`src/rtl/count_display_pkg.sv`:
```
// Shared types and constants for the ripple-count display path.
package count_display_pkg;

    localparam int SEG_W  = 7;
    localparam int CNT_W  = 3;
    localparam int STAB_W = 8;

    typedef enum logic [1:0] {
        WAIT_FIRST,
        SETTLE,
        LOCKED
    } filt_state_e;

    // Active-high segment patterns, bit order {g,f,e,d,c,b,a}
    localparam logic [SEG_W-1:0] SEG7_TABLE [0:7] = '{
        7'h3F, 7'h06, 7'h5B, 7'h4F, 7'h66, 7'h6D, 7'h7D, 7'h07
    };

    localparam logic [SEG_W-1:0] SEG_BLANK = '0;

    function automatic logic [SEG_W-1:0] seg7_encode(input logic [CNT_W-1:0] v,
                                                     input logic            active_low);
        return SEG7_TABLE[v] ^ {SEG_W{active_low}};
    endfunction

endpackage

```
`src/rtl/count_stability_filter.sv`:
```
// Synchronizes the raw ripple count and accepts a value once it has held
// for STABLE_CYCLES consecutive synchronized cycles.
module count_stability_filter
    import count_display_pkg::*;
#(
    parameter int STABLE_CYCLES = 4
) (
    input  logic             clk_i,
    input  logic             rst_i,
    input  logic [CNT_W-1:0] count_i,
    input  logic [CNT_W-1:0] value_i,
    output logic             accept_o,
    output logic [CNT_W-1:0] accept_value_o
);

    localparam logic [STAB_W-1:0] STAB_LAST = STAB_W'(STABLE_CYCLES - 1);

    logic [CNT_W-1:0]  s1_q;
    logic [CNT_W-1:0]  s2_q;
    logic [CNT_W-1:0]  cand_q, cand_d;
    logic [STAB_W-1:0] stab_q, stab_d;
    filt_state_e       state_q, state_d;

    always_ff @(posedge clk_i) begin
        if (rst_i) begin
            s1_q    <= '0;
            s2_q    <= '0;
            cand_q  <= '0;
            stab_q  <= '0;
            state_q <= WAIT_FIRST;
        end else begin
            s1_q    <= count_i;
            s2_q    <= s1_q;
            cand_q  <= cand_d;
            stab_q  <= stab_d;
            state_q <= state_d;
        end
    end

    // A settled candidate equal to the held value simply returns to LOCKED.
    always_comb begin
        state_d = state_q;
        cand_d  = cand_q;
        stab_d  = stab_q;
        unique case (state_q)
            WAIT_FIRST, SETTLE: begin
                if (s2_q != cand_q) begin
                    cand_d = s2_q;
                    stab_d = '0;
                end else if (stab_q == STAB_LAST) begin
                    state_d = LOCKED;
                end else begin
                    stab_d = stab_q + 8'd1;
                end
            end
            LOCKED: begin
                if (s2_q != value_i) begin
                    cand_d  = s2_q;
                    stab_d  = '0;
                    state_d = SETTLE;
                end
            end
            default: state_d = WAIT_FIRST;
        endcase
    end

    always_comb begin
        accept_o       = 1'b0;
        accept_value_o = cand_q;
        if (state_q != LOCKED && s2_q == cand_q && stab_q == STAB_LAST) begin
            accept_o = (state_q == WAIT_FIRST) || (cand_q != value_i);
        end
    end

endmodule

```
`src/rtl/count_display_driver.sv`:
```
// Drives a 7-segment digit from a filtered ripple count and tracks
// update, wrap and non-sequential step events.
module count_display_driver
    import count_display_pkg::*;
#(
    parameter int STABLE_CYCLES  = 4,
    parameter int WRAP_W         = 8,
    parameter int SEG_ACTIVE_LOW = 0
) (
    input  logic              input_clock1_1,
    input  logic              input_reset1_2,
    input  logic [CNT_W-1:0]  input_count_3,
    input  logic              input_clear_wraps_4,
    output logic [CNT_W-1:0]  output_value_5,
    output logic [SEG_W-1:0]  output_seg_6,
    output logic              output_valid_7,
    output logic              output_update_8,
    output logic              output_step_error_9,
    output logic [WRAP_W-1:0] output_wraps_10
);

    localparam logic             SEG_INV  = (SEG_ACTIVE_LOW != 0);
    localparam logic [SEG_W-1:0] SEG_OFF  = SEG_BLANK ^ {SEG_W{SEG_INV}};
    localparam logic [WRAP_W-1:0] WRAP_ONE = WRAP_W'(1);

    logic             accept;
    logic [CNT_W-1:0] accept_value;

    logic [CNT_W-1:0]  value_q, value_d;
    logic [SEG_W-1:0]  seg_q, seg_d;
    logic              valid_q, valid_d;
    logic              update_q, update_d;
    logic              step_error_q, step_error_d;
    logic [WRAP_W-1:0] wraps_q, wraps_d;
    logic [CNT_W-1:0]  next_seq;
    logic              is_wrap;

    count_stability_filter #(
        .STABLE_CYCLES(STABLE_CYCLES)
    ) u_filter (
        .clk_i          (input_clock1_1),
        .rst_i          (input_reset1_2),
        .count_i        (input_count_3),
        .value_i        (value_q),
        .accept_o       (accept),
        .accept_value_o (accept_value)
    );

    always_ff @(posedge input_clock1_1) begin
        if (input_reset1_2) begin
            value_q      <= '0;
            seg_q        <= SEG_OFF;
            valid_q      <= 1'b0;
            update_q     <= 1'b0;
            step_error_q <= 1'b0;
            wraps_q      <= '0;
        end else begin
            value_q      <= value_d;
            seg_q        <= seg_d;
            valid_q      <= valid_d;
            update_q     <= update_d;
            step_error_q <= step_error_d;
            wraps_q      <= wraps_d;
        end
    end

    always_comb begin
        next_seq     = value_q + 3'd1;
        is_wrap      = accept && valid_q && (value_q == 3'd7) && (accept_value == 3'd0);
        value_d      = value_q;
        seg_d        = seg_q;
        valid_d      = valid_q;
        update_d     = 1'b0;
        step_error_d = 1'b0;
        wraps_d      = wraps_q;

        if (accept) begin
            value_d      = accept_value;
            seg_d        = seg7_encode(accept_value, SEG_INV);
            valid_d      = 1'b1;
            update_d     = 1'b1;
            step_error_d = valid_q && (accept_value != next_seq);
        end

        // A wrap landing on the clearing edge survives as a single count.
        if (input_clear_wraps_4) begin
            wraps_d = is_wrap ? WRAP_ONE : '0;
        end else if (is_wrap && wraps_q != '1) begin
            wraps_d = wraps_q + WRAP_ONE;
        end
    end

    assign output_value_5      = value_q;
    assign output_seg_6        = seg_q;
    assign output_valid_7      = valid_q;
    assign output_update_8     = update_q;
    assign output_step_error_9 = step_error_q;
    assign output_wraps_10     = wraps_q;

endmodule

```
`config.mk`:
```
export PLATFORM = sky130hd
export DESIGN_NAME = count_display_driver
export DESIGN_NICKNAME = d
export VERILOG_FILES = /design/src/rtl/count_display_pkg.sv /design/src/rtl/count_stability_filter.sv /design/src/rtl/count_display_driver.sv
export SDC_FILE = /design/constraint.sdc
export NUM_CORES = 1
export LEC_CHECK = 0
export ABC_AREA = 1
export BUFFER_PORTS_ARGS = -buffer_cell sky130_fd_sc_hd__clkbuf_2
export CAP_MARGIN = 25
export CORE_AREA = 2 2 62 64
export CTS_BUF_LIST = sky130_fd_sc_hd__clkbuf_2
export CTS_CLUSTER_SIZE = 40
export DETAILED_ROUTE_END_ITERATION = 7
export DIE_AREA = 0 0 64 66
export PLACE_DENSITY = 0.81
export SYNTH_ARGS = -nofsm -noshare
export SYNTH_HDL_FRONTEND = slang
export SYNTH_SLANG_ARGS = --single-unit
```
`constraint.sdc`:
```
create_clock -name input_clock1_1 -period 2 [get_ports input_clock1_1]
set_input_delay 0.2 -clock input_clock1_1 [delete_from_list [all_inputs] [get_ports input_clock1_1]]
set_output_delay 0.2 -clock input_clock1_1 [all_outputs]
set_load 0.03 [all_outputs]
```
==> impl_metrics.csv <==
group,metric,value,unit
run_status,status,"finished clean",
placement,port_buffers,26,
placement,post_dp_cell_area,2210,sq um
cts,numCtsBuffers,5,
yosys,synth_area_leader_cell,"dfxtp_1",
power,p_total,2.00,mW
routing,drt_iter0_drc,124,
critical_path,cp.required,2.30,ns
routing,drc,0,
placement,placed_cells,357,
yosys,synth_top_area_share,39.6,%
cells_and_area,design_area,2320,sq um
critical_path,cp_cell_sequence,"inv_1, ha_1, nand2_1, nor2_1, nand3_4, nand2_1, nor2_1, nor2_1, nor2_1",
timing,drv_slew,0,
cts,clock_sinks,40,
floorplan,chipWidth,64,microns
cells_and_area,area_growth,14.9,%
routing,wire_per_inst,10.7,microns
routing,via_per_inst,4.98,
timing,min_period,1.78,ns
critical_path,cp_slowest_cell,"dfxtp_4",
critical_path,cpMostUsedCell,"nor2_1",
yosys,synth-async-reset-ratio,0,%
critical_path,cp.buffers_inverters,1,
timing,hold_violations,0,
global_routing,antenna_found_initial,0,
critical_path,path_class,"flip-flop to flip-flop",
timing,setup_violations,0,
power,powerDensity,862,nW/um^2
yosys,seq_area_frac_synth,39.6,%
routing,num_vias,1832,
routing,drtAntennaViolNets,0,
floorplan,die_area,4220,sq um
timing,max_slew.worst_pin.slew,0.459,ns
yosys,synth_nets,301,
critical_path,endpoint_kind,"flip-flop",
cts,insertion_delay,0.39,ns
routing,drtPass1Iterations,4,
critical_path,cp_top_family,"simple AND/OR/NAND/NOR gates",
cts,root_buffer,"clkbuf_2",
floorplan,core_area,3550,sq um
yosys,synth_edf_count,0,
floorplan,start_util,56.9,%
cts,cts_tree,"yes",
cells_and_area,num_antenna_cells,0,
yosys,synth_ff_type,"dfxtp_1",
timing,period_share,88.9,%
yosys,synth.avg_cell_area,7.09,sq um
routing,wl,3920,microns
cts,clock_path_buffers,2,
yosys,syn_area,2020,sq um
yosys,yosysUniqueCellTypes,27,
timing,maxSlewHeadroom,69.2,%
cts,cts_max_level,2,
yosys,ys_ff_latch,40,
global_routing,grt_pass1_vias,1592,
critical_path,start_kind,"flip-flop",
global_routing,grtUsageTotal,20.3,%
yosys,yosysMostFrequentCell,"nand2_1",
cells_and_area,fin_nets,335,
min_path,hp-class,"input pin to flip-flop",
global_routing,grt_pass1_wl,6690,microns
critical_path,crit_fanout,12,
floorplan,pin_count,27,
power,power_leakage,1.07,nW
yosys,yosys-top-cells-count,"nand2_1 (70), dfxtp_1 (40), nor2_1 (36)",
floorplan,die_h,66,microns
yosys,netlist_top_cells_area,"dfxtp_1 (40%), nand2_1 (13%), nor2_1 (6.7%)",
timing,fin_skew,0.00869,ns
run,max_cap_violations,0,
placement,dp_hpwl,2930,microns
power,worst_ir_drop_vdd,0.000680,V
yosys,yosys_warnings,0,
global_routing,overflow,0,
yosys,synthCells,285,
floorplan,rows,22,
cts,clk_pin_slew_worst_paths,0.18,ns
cells_and_area,drive_gt1_share,16.3,%
critical_path,max_stage_delay,0.40,ns
global_routing,grt_max_degree,21,
timing,max_clock_freq,562,MHz
cells_and_area,fin_cells,368,
timing,whs,0.110,ns
critical_path,cp.arrival,2.08,ns
placement,place_congestion,0.848,
==> flip-flops by register name, indices dropped and copies added, names as in the netlist <==
| register | count |
|---|---|
| output_seg_6 | 7 |
| output_step_error_9 | 1 |
| output_update_8 | 1 |
| output_valid_7 | 1 |
| output_value_5 | 3 |
| output_wraps_10 | 8 |
| u_filter.accept_value_o | 3 |
| u_filter.s1_q | 3 |
| u_filter.s2_q | 3 |
| u_filter.stab_q | 8 |
| u_filter.state_q | 2 |
==> per-stage QoR <==
stage	util [%]	setup TNS (ns)	setup WS, ns
final	65.4	0	0.222
after floorplan	-	0	0.282
after global routing	65.4	-0.0153	-0.0153
after CTS	64.9	0	0.0756
after global placement	62.2	0	0.133
after detailed placement	62.2	0	0.101
==> logic make-up (layout without fill, tap and decap cells) <==
| family | after synthesis | after routing | synth area share, % |
|---|---|---|---|
| AOI/OAI and AO/OA | 45 | 45 | 11.7 |
| buffers and inverters | 42 | 77 | 8.48 |
| DFF | 40 | 40 | 39.6 |
| xor gates and xnor gates | 14 | 14 | 6.06 |
| adders and majority gates | 10 | 10 | 6.19 |
| and+or+nand+nor | 134 | 134 | 28.0 |
==> layer usage <==
layer	GRT usage, %	vias up	share of wire, %	wire [microns]
met1	23.9	811	44	1720
met5	0	-	0	0
met2	34.1	48	49	1910
met3	5.11	12	5.1	201
li1	-	961	-	-
met4	10.3	0	2.2	88
==> cell type report <==
cell class              instances  area [sq um]
clock buffers                   6          30.0
clock inverters                 2          35.0
fillers                       305          1230
inverters                      35           131
multi-input cells             203          1060
flip-flops and latches         40           807
well taps                      48          60.1
repair buffers                 34           198
==> layout by cell type (no fill, tap or decap), types with 2 or more instances in the layout <==
cell	instances
nand2_1	69
dfxtp_1	37
nor2_1	35
inv_1	34
clkbuf_2	32
o21ai_0	20
a21oi_1	18
ha_1	10
nor3_1	9
xnor2_1	7
nand3_1	7
xor2_1	7
buf_4	5
nor2_2	3
o21ai_1	3
and2_1	3
dlygate4sd3_1	3
nand4_1	2
or2_2	2
a31oi_1	2
dfxtp_2	2
==> worst register-to-register path, cell delays in order, from the launching register on <==
cell and delay, ns:
dfxtp_4 0.40, inv_1 0.18, ha_1 0.21, nand2_1 0.08, nor2_1 0.28, nand3_4 0.20, nand2_1 0.17, nor2_1 0.05
nor2_1 0.08, nor2_1 0.05
==> power breakdown <==
group	switching (mW)	internal (mW)
combinational	0.362	0.219
clock	0.251	0.215
sequential	0.0876	0.869
==> final timing paths <==
| path | from | endpoint | slack (ns) | cells after the start |
|---|---|---|---|---|
| worst max register to register | u_filter.accept_value_o[0]$_SDFFE_PP0P_ | output_wraps_10[0]$_SDFFE_PP0P_ | 0.22 | 9 |
| worst min register to register | u_filter.s1_q[2]$_SDFF_PP0_ | u_filter.s2_q[2]$_SDFF_PP0_ | 0.42 | 2 |
| worst max-delay path | u_filter.accept_value_o[0]$_SDFFE_PP0P_ | output_wraps_10[0]$_SDFFE_PP0P_ | 0.22 | 9 |
| worst min-delay path | input_clear_wraps_4 | output_wraps_10[7]$_SDFFE_PP0P_ | 0.11 | 4 |
==> timing repair <==
action                                  CTS  global route
hold buffers                              3             0
endpoints found under the hold margin     3             0
gates resized for setup                   0             7
buffers inserted                          0             0
endpoints found under the setup margin    0            13
Note: power is estimated with default switching activity, not from simulation.
